`src/rtl/parking_gate_controller_if.sv`:
```
// Request, sensor and status signals of the parking gate controller.
// master drives the requests and occupancy count; slave is the controller.
interface parking_gate_controller_if;
    logic [2:0] qtd;
    logic       entry_req;
    logic       exit_req;
    logic       car_passed;
    logic       gate_open;
    logic       full;
    logic [2:0] free;
    logic       denied;
    logic       timeout;
    logic [7:0] entries;
    logic [7:0] exits;

    modport master (
        output qtd, entry_req, exit_req, car_passed,
        input  gate_open, full, free, denied, timeout, entries, exits
    );

    modport slave (
        input  qtd, entry_req, exit_req, car_passed,
        output gate_open, full, free, denied, timeout, entries, exits
    );
endinterface

```
`src/rtl/parking_gate_controller.sv`:
```
// Barrier gate controller: request edge detection, open/close timing FSM and lot status.
// Define GATE_STATS_EN to build the saturating completed-entry/exit counters.
module parking_gate_controller #(
    parameter int CAPACITY     = 4,
    parameter int OPEN_CYCLES  = 100,
    parameter int CLOSE_CYCLES = 20,
    parameter int TIMER_W      = 16
) (
    input  logic                     clk,
    input  logic                     rst_n,
    parking_gate_controller_if.slave gif
);
    typedef enum logic [1:0] {IDLE, OPEN_IN, OPEN_OUT, CLOSING} state_t;

    localparam logic [2:0]         CAP3       = 3'(CAPACITY);
    localparam logic [TIMER_W-1:0] OPEN_LAST  = TIMER_W'(OPEN_CYCLES - 1);
    localparam logic [TIMER_W-1:0] CLOSE_LAST = TIMER_W'(CLOSE_CYCLES - 1);

    state_t             state_q, state_d;
    logic [TIMER_W-1:0] timer_q, timer_d;
    logic [2:0]         qtd_q;
    logic               entry_prev_q, exit_prev_q;
    logic               gate_open_q, gate_open_d;
    logic               denied_q, denied_d;
    logic               timeout_q, timeout_d;
    logic               entry_edge, exit_edge, full;

    assign entry_edge = gif.entry_req & ~entry_prev_q;
    assign exit_edge  = gif.exit_req  & ~exit_prev_q;
    assign full       = (qtd_q >= CAP3);

    always_comb begin
        state_d   = state_q;
        timer_d   = timer_q + TIMER_W'(1);
        denied_d  = 1'b0;
        timeout_d = 1'b0;
        case (state_q)
            IDLE: begin
                timer_d = '0;
                // Exit has priority; a simultaneous entry edge is simply dropped.
                if (exit_edge) begin
                    state_d = OPEN_OUT;
                end else if (entry_edge) begin
                    if (full) denied_d = 1'b1;
                    else      state_d  = OPEN_IN;
                end
            end
            OPEN_IN, OPEN_OUT: begin
                if (gif.car_passed) begin
                    state_d = CLOSING;
                    timer_d = '0;
                end else if (timer_q == OPEN_LAST) begin
                    state_d   = CLOSING;
                    timer_d   = '0;
                    timeout_d = 1'b1;
                end
            end
            default: begin
                if (timer_q == CLOSE_LAST) begin
                    state_d = IDLE;
                    timer_d = '0;
                end
            end
        endcase
        gate_open_d = (state_d == OPEN_IN) || (state_d == OPEN_OUT);
    end

    always_ff @(posedge clk or negedge rst_n) begin
        if (!rst_n) begin
            state_q      <= IDLE;
            timer_q      <= '0;
            qtd_q        <= '0;
            entry_prev_q <= 1'b0;
            exit_prev_q  <= 1'b0;
            gate_open_q  <= 1'b0;
            denied_q     <= 1'b0;
            timeout_q    <= 1'b0;
        end else begin
            state_q      <= state_d;
            timer_q      <= timer_d;
            qtd_q        <= gif.qtd;
            entry_prev_q <= gif.entry_req;
            exit_prev_q  <= gif.exit_req;
            gate_open_q  <= gate_open_d;
            denied_q     <= denied_d;
            timeout_q    <= timeout_d;
        end
    end

    assign gif.gate_open = gate_open_q;
    assign gif.full      = full;
    assign gif.free      = full ? 3'd0 : (CAP3 - qtd_q);
    assign gif.denied    = denied_q;
    assign gif.timeout   = timeout_q;

`ifdef GATE_STATS_EN
    logic [7:0] entries_q, entries_d;
    logic [7:0] exits_q, exits_d;

    // Only a pass-triggered close counts; a timeout close never does.
    always_comb begin
        entries_d = entries_q;
        exits_d   = exits_q;
        if (gif.car_passed && state_q == OPEN_IN && entries_q != 8'hFF)
            entries_d = entries_q + 8'd1;
        if (gif.car_passed && state_q == OPEN_OUT && exits_q != 8'hFF)
            exits_d = exits_q + 8'd1;
    end

    always_ff @(posedge clk or negedge rst_n) begin
        if (!rst_n) begin
            entries_q <= '0;
            exits_q   <= '0;
        end else begin
            entries_q <= entries_d;
            exits_q   <= exits_d;
        end
    end

    assign gif.entries = entries_q;
    assign gif.exits   = exits_q;
`else
    assign gif.entries = 8'd0;
    assign gif.exits   = 8'd0;
`endif
endmodule

```
`src/flat_wrapper.sv`:
```
// flat-port wrapper written by rule: the top's interface ports become plain ports
module parking_gate_controller_flat 
#(
    parameter int CAPACITY     = 4,
    parameter int OPEN_CYCLES  = 100,
    parameter int CLOSE_CYCLES = 20,
    parameter int TIMER_W      = 16
)
  (clk, rst_n, gif_qtd, gif_entry_req, gif_exit_req, gif_car_passed, gif_gate_open, gif_full, gif_free, gif_denied, gif_timeout, gif_entries, gif_exits);
  parking_gate_controller_if gif_i ();
  input  logic clk;
  input  logic rst_n;
  input wire logic [$bits(gif_i.qtd)-1:0] gif_qtd;
  input wire logic [$bits(gif_i.entry_req)-1:0] gif_entry_req;
  input wire logic [$bits(gif_i.exit_req)-1:0] gif_exit_req;
  input wire logic [$bits(gif_i.car_passed)-1:0] gif_car_passed;
  output wire logic [$bits(gif_i.gate_open)-1:0] gif_gate_open;
  output wire logic [$bits(gif_i.full)-1:0] gif_full;
  output wire logic [$bits(gif_i.free)-1:0] gif_free;
  output wire logic [$bits(gif_i.denied)-1:0] gif_denied;
  output wire logic [$bits(gif_i.timeout)-1:0] gif_timeout;
  output wire logic [$bits(gif_i.entries)-1:0] gif_entries;
  output wire logic [$bits(gif_i.exits)-1:0] gif_exits;
  assign gif_i.qtd = gif_qtd;
  assign gif_i.entry_req = gif_entry_req;
  assign gif_i.exit_req = gif_exit_req;
  assign gif_i.car_passed = gif_car_passed;
  assign gif_gate_open = gif_i.gate_open;
  assign gif_full = gif_i.full;
  assign gif_free = gif_i.free;
  assign gif_denied = gif_i.denied;
  assign gif_timeout = gif_i.timeout;
  assign gif_entries = gif_i.entries;
  assign gif_exits = gif_i.exits;
  parking_gate_controller #(.CAPACITY(CAPACITY), .OPEN_CYCLES(OPEN_CYCLES), .CLOSE_CYCLES(CLOSE_CYCLES), .TIMER_W(TIMER_W)) u_core (.clk(clk), .rst_n(rst_n), .gif(gif_i));
endmodule
```
`config.mk`:
```
export PLATFORM = sky130hd
export DESIGN_NAME = parking_gate_controller_flat
export DESIGN_NICKNAME = d
export VERILOG_FILES = /design/src/rtl/parking_gate_controller_if.sv /design/src/rtl/parking_gate_controller.sv /design/src/flat_wrapper.sv
export SDC_FILE = /design/constraint.sdc
export NUM_CORES = 1
export LEC_CHECK = 0
export BUFFER_PORTS_ARGS = -buffer_cell sky130_fd_sc_hd__buf_4
export CAP_MARGIN = 20
export CORE_ASPECT_RATIO = 0.8
export CORE_UTILIZATION = 35
export CTS_CLUSTER_SIZE = 20
export DETAILED_ROUTE_END_ITERATION = 12
export SLEW_MARGIN = 10
export SYNTH_ARGS = -nofsm -noshare
export SYNTH_HDL_FRONTEND = slang
export SYNTH_SLANG_ARGS = --single-unit
```
`constraint.sdc`:
```
create_clock -name clk -period 2.71 [get_ports clk]
set_input_delay 0.542 -clock clk [delete_from_list [all_inputs] [get_ports clk]]
set_output_delay 0.542 -clock clk [all_outputs]
set_load 0.05 [all_outputs]
```
; ---- Yosys cells after proc, flatten, opt, wreduce, memory -nomap -nowiden
; Index checks and enable logic that the tools add are counted.
[totals]
in_bits = 8
wordCells = 43
reg_bits = 26
output_inout_bits = 23
[op_classes]
n_eq_ne = 6
reduce_logical = 3
bitwise = 4
mux = 19
order_cmp = 1
addsub = 2
[ops]
columns = op, count
row1 = two-way mux 16 bit, 3
row2 = case mux 16 bit (2 select lines), 1
row3 = adder 16 x 1 -> 16 bit (second input constant), 1
row4 = equality test 16 x 5 -> 1 bit (second input constant), 1
row5 = equality test 16 x 7 -> 1 bit (second input constant), 1
row6 = two-way mux 2 bit, 6
row7 = two-way mux 1 bit, 7
row8 = equality test 2 x 1 -> 1 bit (second input constant), 2
row9 = equality test 2 bit (second input constant), 2
row10 = case mux 2 bit (2 select lines), 1
row11 = >= comparator 3 bit (second input constant), 1
row12 = two-way mux 3 bit, 1
row13 = subtractor 3 bit (first input constant), 1
row14 = bitwise AND 1 bit, 2
row15 = logical NOT 2 bit, 1
row16 = NOT 1 bit, 2
row17 = OR reduction 2 bit, 1
row18 = logical OR 1 bit, 1

; ---- Logic depth before layout (Yosys ltp)
; Gate-level depths: netlist (run 1).
[logic_depth]
ltp_word = 7
depth_mapped = 8
ltp_nobuf = 8

; ---- Worst setup path before layout (run 1)
; No wires, ideal clock.
[synth_timing]
path_type = flip-flop to output port
startpoint = reg u_core.qtd_q[0]
endpoint = out gif_free[0]
arrival_time_ns = 1.951
stages_incl_launch_ff = 7
setup_slack_ns = 0.217
t_required_ns = 2.168
n_path_buf = 0
cell_sequence = dfrtp_1 -> inv_1 -> ha_1 -> ha_1 -> inv_1 -> nand2_1 -> nor2_1
[synth_between]
elab_chain_cells = 2
elab_cells_between_ends = 3
classes_between = add/sub: 1 / order compare: 1 / mux: 1
[synth_lines]
columns = element, line
row1 = from (decl), parking_gate_controller.sv:21  ; logic [2:0] qtd_q;
row2 = from (signal assigned), parking_gate_controller.sv:81  ; qtd_q <= gif.qtd;
row3 = >= comparator 3 bit, parking_gate_controller.sv:30  ; assign full = (qtd_q >= CAP3);
row4 = via gif_full, flat_wrapper.sv:18  ; output wire logic [$bits(gif_i.full)-1:0] gif_full;
row5 = two-way mux 3 bit, parking_gate_controller.sv:92  ; assign gif.free = full ? 3'd0 : (CAP3 - qtd_q);
row6 = to (decl), flat_wrapper.sv:19  ; output wire logic [$bits(gif_i.free)-1:0] gif_free;
; The timed path passes the listed nets, and every way through them passes these cells.

; ---- Final worst setup path (run 1)
[layout_timing]
startpoint = reg u_core.qtd_q[0]
endpoint = out gif_free[0]
[layout_between]
elab_chain_cells = 2
elab_cells_between_ends = 3
classes_between = add/sub: 1 / order compare: 1 / mux: 1
[layout_lines]
columns = element, line
row1 = subtractor 3 bit or >= comparator 3 bit (tied branches), "parking_gate_controller.sv:92, parking_gate_controller.sv:30"
row2 = two-way mux 3 bit *, parking_gate_controller.sv:92
; Mark *: on every way between the ends. The rest lies on a longest branch, timed or not.

==> results of run 1 <==
through the flow:
stage	total power, mW	hold slack, ns	util, %	cells
detailed placement	1.00	0.472	38.7	223
global placement	0.987	0.466	38.7	223
global route	1.40	0.178	40.4	227
CTS	1.33	0.171	40.4	227
finish	1.31	0.164	40.4	227
floorplan	0.952	0.246	-	170
flip-flops by register name, indices dropped and copies added (netlist names):
name                  flops
u_core.exit_prev_q        1
u_core.qtd_q              3
u_core.gif.gate_open      1
u_core.timer_q           16
u_core.entry_prev_q       1
u_core.gif.timeout        1
u_core.gif.denied         1
u_core.state_q            2
area by class of cell:
class | count | area (um^2) | area share (%)
inverter | 8 | 30.0 | 1.76
sequential | 26 | 651 | 38.1
timing repair buffer | 14 | 105 | 6.15
multi-input combinational | 118 | 779 | 45.6
clock inverter | 1 | 30.0 | 1.76
tap | 57 | 71.3 | 4.18
clock buffer | 3 | 41.3 | 2.42
worst paths after layout:
kind                                 endpoint  cells past startpoint  slack (ns)
max                               gif_free[0]                      7        0.49
min                        u_core.timer_q[11]                      1        0.16
max reg2reg                 u_core.timer_q[2]                      6        0.64
min reg2reg                 u_core.timer_q[0]                      1        0.52
max in group asynchronous  u_core.exit_prev_q                      1        2.30
min in group clk              u_core.qtd_q[2]                      1        0.37
cells in the mapped netlist, drive strengths merged, types with 2 or more instances:
master   n  area share (%)
dfrtp   26              42
nor2    24             7.4
buf     17             8.7
nand2    9             2.3
inv      8             1.9
nand3    8             2.6
xnor2    8             4.5
xor2     6             3.4
and3     5             2.1
ha       5             4.0
nor3     4             1.3
o21ai    4             1.3
nand4    3             1.2
nor2b    3             1.2
nor4     3             3.1
a211oi   2            0.97
a21oi    2            0.64
and2     2            0.81
layer usage:
metal	global-route usage, %	part of all wire [%]	vias to the layer above
met5	0	0	-
met4	1.65	0.32	0
met3	1.78	3.5	2
met2	18.7	46	29
met1	14.9	50	509
li1	-	-	522
kinds of logic (layout without fill, tap and decap cells):
kind of cell | after synthesis | after routing | share of synthesized area (%)
xor+xnor | 14 | 14 | 7.90
other cells | 1 | 16 | 0.242
flops | 26 | 26 | 41.9
fa+ha+maj | 5 | 5 | 4.03
compound gates | 17 | 17 | 8.86
buf+inv | 26 | 26 | 11.5
simple gates | 66 | 66 | 25.5
critical path: stages (launching register included):
cell,delay (ns)
sky130_fd_sc_hd__dfrtp_1,0.35
sky130_fd_sc_hd__inv_1,0.06
sky130_fd_sc_hd__ha_1,0.20
sky130_fd_sc_hd__ha_1,0.17
sky130_fd_sc_hd__inv_1,0.14
sky130_fd_sc_hd__nand2_1,0.15
sky130_fd_sc_hd__nor2_1,0.13
sky130_fd_sc_hd__buf_4,0.21
power by group through the flow:
stage / registers, mW / logic, mW / clock network, mW
3_3_place_gp: 0.471 / 0.515 / 0
5_1_grt: 0.475 / 0.587 / 0.336
3_5_place_dp: 0.474 / 0.527 / 0
2_1_floorplan: 0.496 / 0.456 / 0
4_1_cts: 0.467 / 0.529 / 0.330
6_report: 0.468 / 0.524 / 0.317
==> impl_metrics.csv, run 1 <==
group,metric,value,unit
pwr,power.internal,806,uW
synth,yosys_warnings,0,
final_layout,post_route_cells_drive_above_1_share,20.6,%
run,max_cap_viol_count,0,
synth,synthArstFlopShare,100,%
sta,grt_setup_unrepaired,"no",
routing,drt_drc_violations_left,0,
setup_path,worst_setup_path_start_kind,"register",
pwr,sequentialPowerShare,35.7,%
final_layout,nNetsFinal,184,
final_layout,antennaDiodeCount,0,
placed_design,dp.final_hpwl,1920,um
die,dieArea,4710,um^2
clock_network,clock_tree.htree_level_count,1,
setup_path,worstPathArrival,1.68,ns
routing,wl_per_cell,11.0,um
routing,vias,1062,
sta,worst_slack,0.485,ns
routing,detail_route.wirelength,2490,um
clock_network,clkSinkCount,26,
final_layout,layout_commonest_cell,"sky130_fd_sc_hd__dfrtp_1",
setup_path,criticalPathCategory,"register to primary output",
status,status,"completed",
setup_path,timing.critical_path.required,2.17,ns
pwr,power_per_cell_area,766,nW/um^2
placed_design,buffer_ports.inserted,14,
sta,worst-slew-pin-transition,0.569,ns
routing,detail_route.first_pass.iterations,4,
clock_network,clock_latency,0.27,ns
sta,timing.final.max_slew_violations,0,
grt,vias_in_the_first_global_route,914,
clock_network,numCtsBuffers,3,
pwr,comb_power_share,40.1,%
routing,detail_route.vias_per_cell,4.68,
sta,final-setup-viol-count,0,
synth,syn-cell-area,1550,um^2
sta,maximum_frequency_from_static_timing_analysis,449,MHz
synth,seq_area_frac_synth,41.9,%
sta,period_share,82.1,%
synth,netlist-cell-type-count,40,
sta,clock-skew-final,0.00604,ns
pwr,power_switching_share,38.4,%
sta,timing.final.crit_period,2.22,ns
clock_network,cts_clk_pin_slew_worst_paths,0.09,ns
setup_path,largest_driver_fanout_on_the_critical_path,6,
grt,grt_start_max_net_pins,27,
setup_path,worst_r2r_startpoint,"u_core.timer_q[0]",
grt,groute.usage.overall,10.8,%
clock_network,cts_resized,0,
die,floorplan.rows,21,
clock_network,clockRootBuffer,"sky130_fd_sc_hd__clkbuf_8",
clock_network,cts-root-to-sink-buffers,2,
clock_network,cts_hold_repair.buffers,0,
routing,initial_detailed_routing_violation_count,42,
synth,average_cell_area_after_synthesis,10.0,um^2
worst_hold_path,hold_path_class,"input port to async pin",
synth,synth-edff-count,0,
final_layout,syn2layout_area_growth,9.99,%
routing,route.antenna.remaining_nets,0,
placed_design,detailedPlace.worstSlack,0.649,ns
sta,hold_violations,0,
setup_path,crit_path_start,"u_core.qtd_q[0]",
placed_design,globalplace.congestion,0.786,
sta,timing.setup.tns,0,ns
pwr,clockPowerShare,24.2,%
grt,grt_antenna_before_repair,0,
clock_network,post_cts_buffers,0,
setup_path,worst_setup_path_end_kind,"primary output",
pwr,ir_worst_vdd,0.388,mV
die,floorplan.core_area,4230,um^2
pwr,total_leakage_power,0.761,nW
die,die_h,61.6,um
synth,top_reg_cell_synth,"sky130_fd_sc_hd__dfrtp_1",
sta,slew_headroom,62.0,%
placed_design,standard_cell_area_after_detailed_placement,1640,um^2
final_layout,post-route-cell-area,1710,um^2
die,num_io_pins,31,
die,initial_utilization,36.7,%
final_layout,layout.cells.most_common_list,"sky130_fd_sc_hd__dfrtp_1, sky130_fd_sc_hd__conb_1, sky130_fd_sc_hd__nor2_1, sky130_fd_sc_hd__buf_4, sky130_fd_sc_hd__nor2_2",
clock_network,cts_tree,"yes",
die,chipWidth,76.5,um
pwr,power.switching,503,uW
final_layout,filler_cell_count,416,
synth,syn_inst,155,
grt,grt-ovfl-total,0,
synth,synth-seq-cells,26,
grt,global_route_wire_length_before_repair,4100,um
No activity file was read; power rests on OpenSTA's default activity.
==> run 2: changes to the inputs <==
Settings changed: ABC_AREA set to 1.
Clock period 2.71 ns to 1.9 ns, I/O delays scaled along.
==> impl_metrics.csv, run 2 <==
group,metric,value,unit
clock_network,clock_tree.htree_level_count,1,
synth,syn_inst,221,
grt,grt_antenna_before_repair,0,
routing,detail_route.vias_per_cell,4.28,
clock_network,cts_clk_pin_slew_worst_paths,0.09,ns
grt,global_route.usage.met3,3.57,%
clock_network,cts-root-to-sink-buffers,2,
final_layout,post_route_cells_drive_above_1_share,23.4,%
synth,proportion_of_netlist_area_held_by_the_largest_area_contributor,38.8,%
die,chipWidth,79.4,um
grt,grt-ovfl-total,0,
final_layout,antennaDiodeCount,0,
final_layout,layout.cells.non_filler,299,
grt,grt_start_max_net_pins,27,
sta,clock-skew-final,0.00223,ns
pwr,power_per_cell_area,996,nW/um^2
sta,final-setup-viol-count,0,
setup_path,timing.critical_path.required,1.52,ns
routing,wl_per_cell,9.86,um
sta,hold_violations,0,
grt,globalRouteMet1Util,19.7,%
sta,holdWs,0.00399,ns
setup_path,criticalPathCategory,"register to primary output",
synth,synth.largest_area_cell,"sky130_fd_sc_hd__dfrtp_1",
final_layout,layout_commonest_cell,"sky130_fd_sc_hd__nand2_1",
routing,initial_detailed_routing_violation_count,39,
status,status,"completed",
sta,maximum_frequency_from_static_timing_analysis,553,MHz
die,floorplan.core_area,4600,um^2
die,num_io_pins,31,
pwr,total_leakage_power,0.899,nW
clock_network,clock_latency,0.27,ns
worst_hold_path,hold_path_class,"input port to async pin",
placed_design,total_instance_count_after_detailed_placement,293,
final_layout,final_core_util,41.4,%
routing,drt_drc_violations_left,0,
synth,synth-edff-count,0,
synth,seq_area_frac_synth,38.8,%
pwr,power,1.90,mW
clock_network,cts_tree,"yes",
sta,period_share,95.2,%
grt,groute.usage.overall,12.9,%
setup_path,reg2reg_setup_slack,0.26,ns
die,floorplan.rows,22,
die,dieArea,5070,um^2
final_layout,syn2layout_area_growth,13.7,%
routing,detail_route.wirelength,2950,um
grt,vias_in_the_first_global_route,1136,
synth,top_reg_cell_synth,"sky130_fd_sc_hd__dfrtp_1",
routing,vias,1279,
final_layout,layout.cells.most_common_list,"sky130_fd_sc_hd__nand2_1, sky130_fd_sc_hd__inv_1, sky130_fd_sc_hd__dfrtp_1",
sta,timing.final.crit_period,1.81,ns
sta,timing.final.max_slew_violations,0,
setup_path,worstPathArrival,1.43,ns
synth,yosys_warnings,0,
synth,synthArstFlopShare,100,%
final_layout,reg.largest.list,"u_core.timer_q (16), u_core.qtd_q (3), u_core.state_q (2)",
clock_network,clockRootBuffer,"sky130_fd_sc_hd__clkbuf_8",
clock_network,numCtsBuffers,3,
routing,route.antenna.remaining_nets,0,
setup_path,worst_setup_path_end_kind,"primary output",
setup_path,largest_driver_fanout_on_the_critical_path,5,
final_layout,largest_register_ffs,16,
synth,syn-cell-area,1680,um^2
synth,netlist-cell-type-count,27,
grt,grt.met2_usage,18.3,%
clock_network,cts_hold_repair.buffers,0,
final_layout,nNetsFinal,253,
run,max_cap_viol_count,0,
final_layout,registers.top_by_ff_count,"u_core.timer_q",
clock_network,clkSinkCount,26,
routing,detail_route.first_pass.iterations,4,
placed_design,globalplace.congestion,0.851,
synth,synthMostInstantiatedCell,"sky130_fd_sc_hd__nand2_1",
synth,synthTopCellsByCount,"sky130_fd_sc_hd__nand2_1, sky130_fd_sc_hd__inv_1, sky130_fd_sc_hd__nor2_1",
synth,average_cell_area_after_synthesis,7.58,um^2
placed_design,buffer_ports.inserted,14,
setup_path,worst_setup_path_start_kind,"register",
synth,synthTopCellsByArea,"sky130_fd_sc_hd__dfrtp_1, sky130_fd_sc_hd__nand2_1, sky130_fd_sc_hd__buf_4, sky130_fd_sc_hd__inv_1, sky130_fd_sc_hd__nor2_1",
synth,synth-seq-cells,26,
placed_design,dp.final_hpwl,2260,um
grt,global_route_wire_length_before_repair,5200,um
pwr,ir_worst_vdd,0.508,mV
die,die_h,63.9,um
grt,global_route.peak_usage_layer,"met1",
die,initial_utilization,36.4,%
run 2: cell types whose count changed after synthesis, moves of 3 or more:
cell                      previous run  this run
sky130_fd_sc_hd__nand2_1             8        56
sky130_fd_sc_hd__nor3_2              0         3
sky130_fd_sc_hd__inv_1               8        29
sky130_fd_sc_hd__nor2_1             14        27
sky130_fd_sc_hd__nor2_2             10        13
sky130_fd_sc_hd__and3_1              4         0
sky130_fd_sc_hd__nor2b_1             3         0
sky130_fd_sc_hd__nand4_1             3         6
sky130_fd_sc_hd__xnor2_1             8         2
run 2: critical path: stages, from the launching register on:
cell and delay (ns):
sky130_fd_sc_hd__dfrtp_1 0.37, sky130_fd_sc_hd__inv_2 0.04, sky130_fd_sc_hd__ha_2 0.19, sky130_fd_sc_hd__ha_4 0.16
sky130_fd_sc_hd__inv_4 0.05, sky130_fd_sc_hd__nand2_4 0.08, sky130_fd_sc_hd__nor2_4 0.12, sky130_fd_sc_hd__buf_8 0.15
run 2: repair_timing:
item,CTS,global route
endpoints found under the setup margin,4,3
pin swaps,2,1
resized for setup,9,4
buffers inserted,2,0
run 2: layout make-up:
cell class,instances,area [um^2]
multi-input cells,160,856
repair buffers,17,143
well taps,60,75.1
inverters,32,125
flip-flops and latches,26,651
fillers,480,2690
clock buffers,4,55.1
run 2: routing by layer:
metal  wire length (um)  vias to the layer above
li1                   -                      687
met2               1170                       16
met4                 13                        0
met3                 91                        2
met5                  0                        -
met1               1670                      574
run 2: report_power, final:
group | internal [mW] | leakage (nW) | total [mW] | switching (mW)
Clock | 0.185 | 0.0288 | 0.361 | 0.176
Sequential | 0.620 | 0.344 | 0.672 | 0.0524
Combinational | 0.259 | 0.526 | 0.863 | 0.604
Total | 1.06 | 0.899 | 1.90 | 0.832
run 2: through the flow:
stage | area, um^2 | TNS (ns) | setup slack [ns]
detailed placement | 1800 | 0 | 0.189
floorplan | 1760 | 0 | 0.0716
global placement | 1800 | 0 | 0.237
CTS | 1890 | 0 | 0.0207
global route | 1900 | -0.0314 | -0.0181
finish | 1900 | 0 | 0.0920
run 2: final timing paths:
check,cells after the start,start,end
worst max register to register,8,u_core.timer_q[1],u_core.timer_q[2]
min in group clk,1,gif_qtd[1],u_core.qtd_q[1]
worst min-delay path,1,rst_n,u_core.timer_q[0]
max in group asynchronous,1,rst_n,u_core.state_q[1]
worst max-delay path,7,u_core.qtd_q[0],gif_free[1]
worst min register to register,3,u_core.entry_prev_q,u_core.gif.denied
run 2: cell families after synthesis:
family                   synth area share, %
AND/OR/NAND/NOR                         35.5
buffers and inverters                   16.1
flip-flops                              38.8
AO/OA/AOI/OAI                           2.46
XOR/XNOR                                3.14
adder cells (fa/ha/maj)                 3.73
other                                  0.224
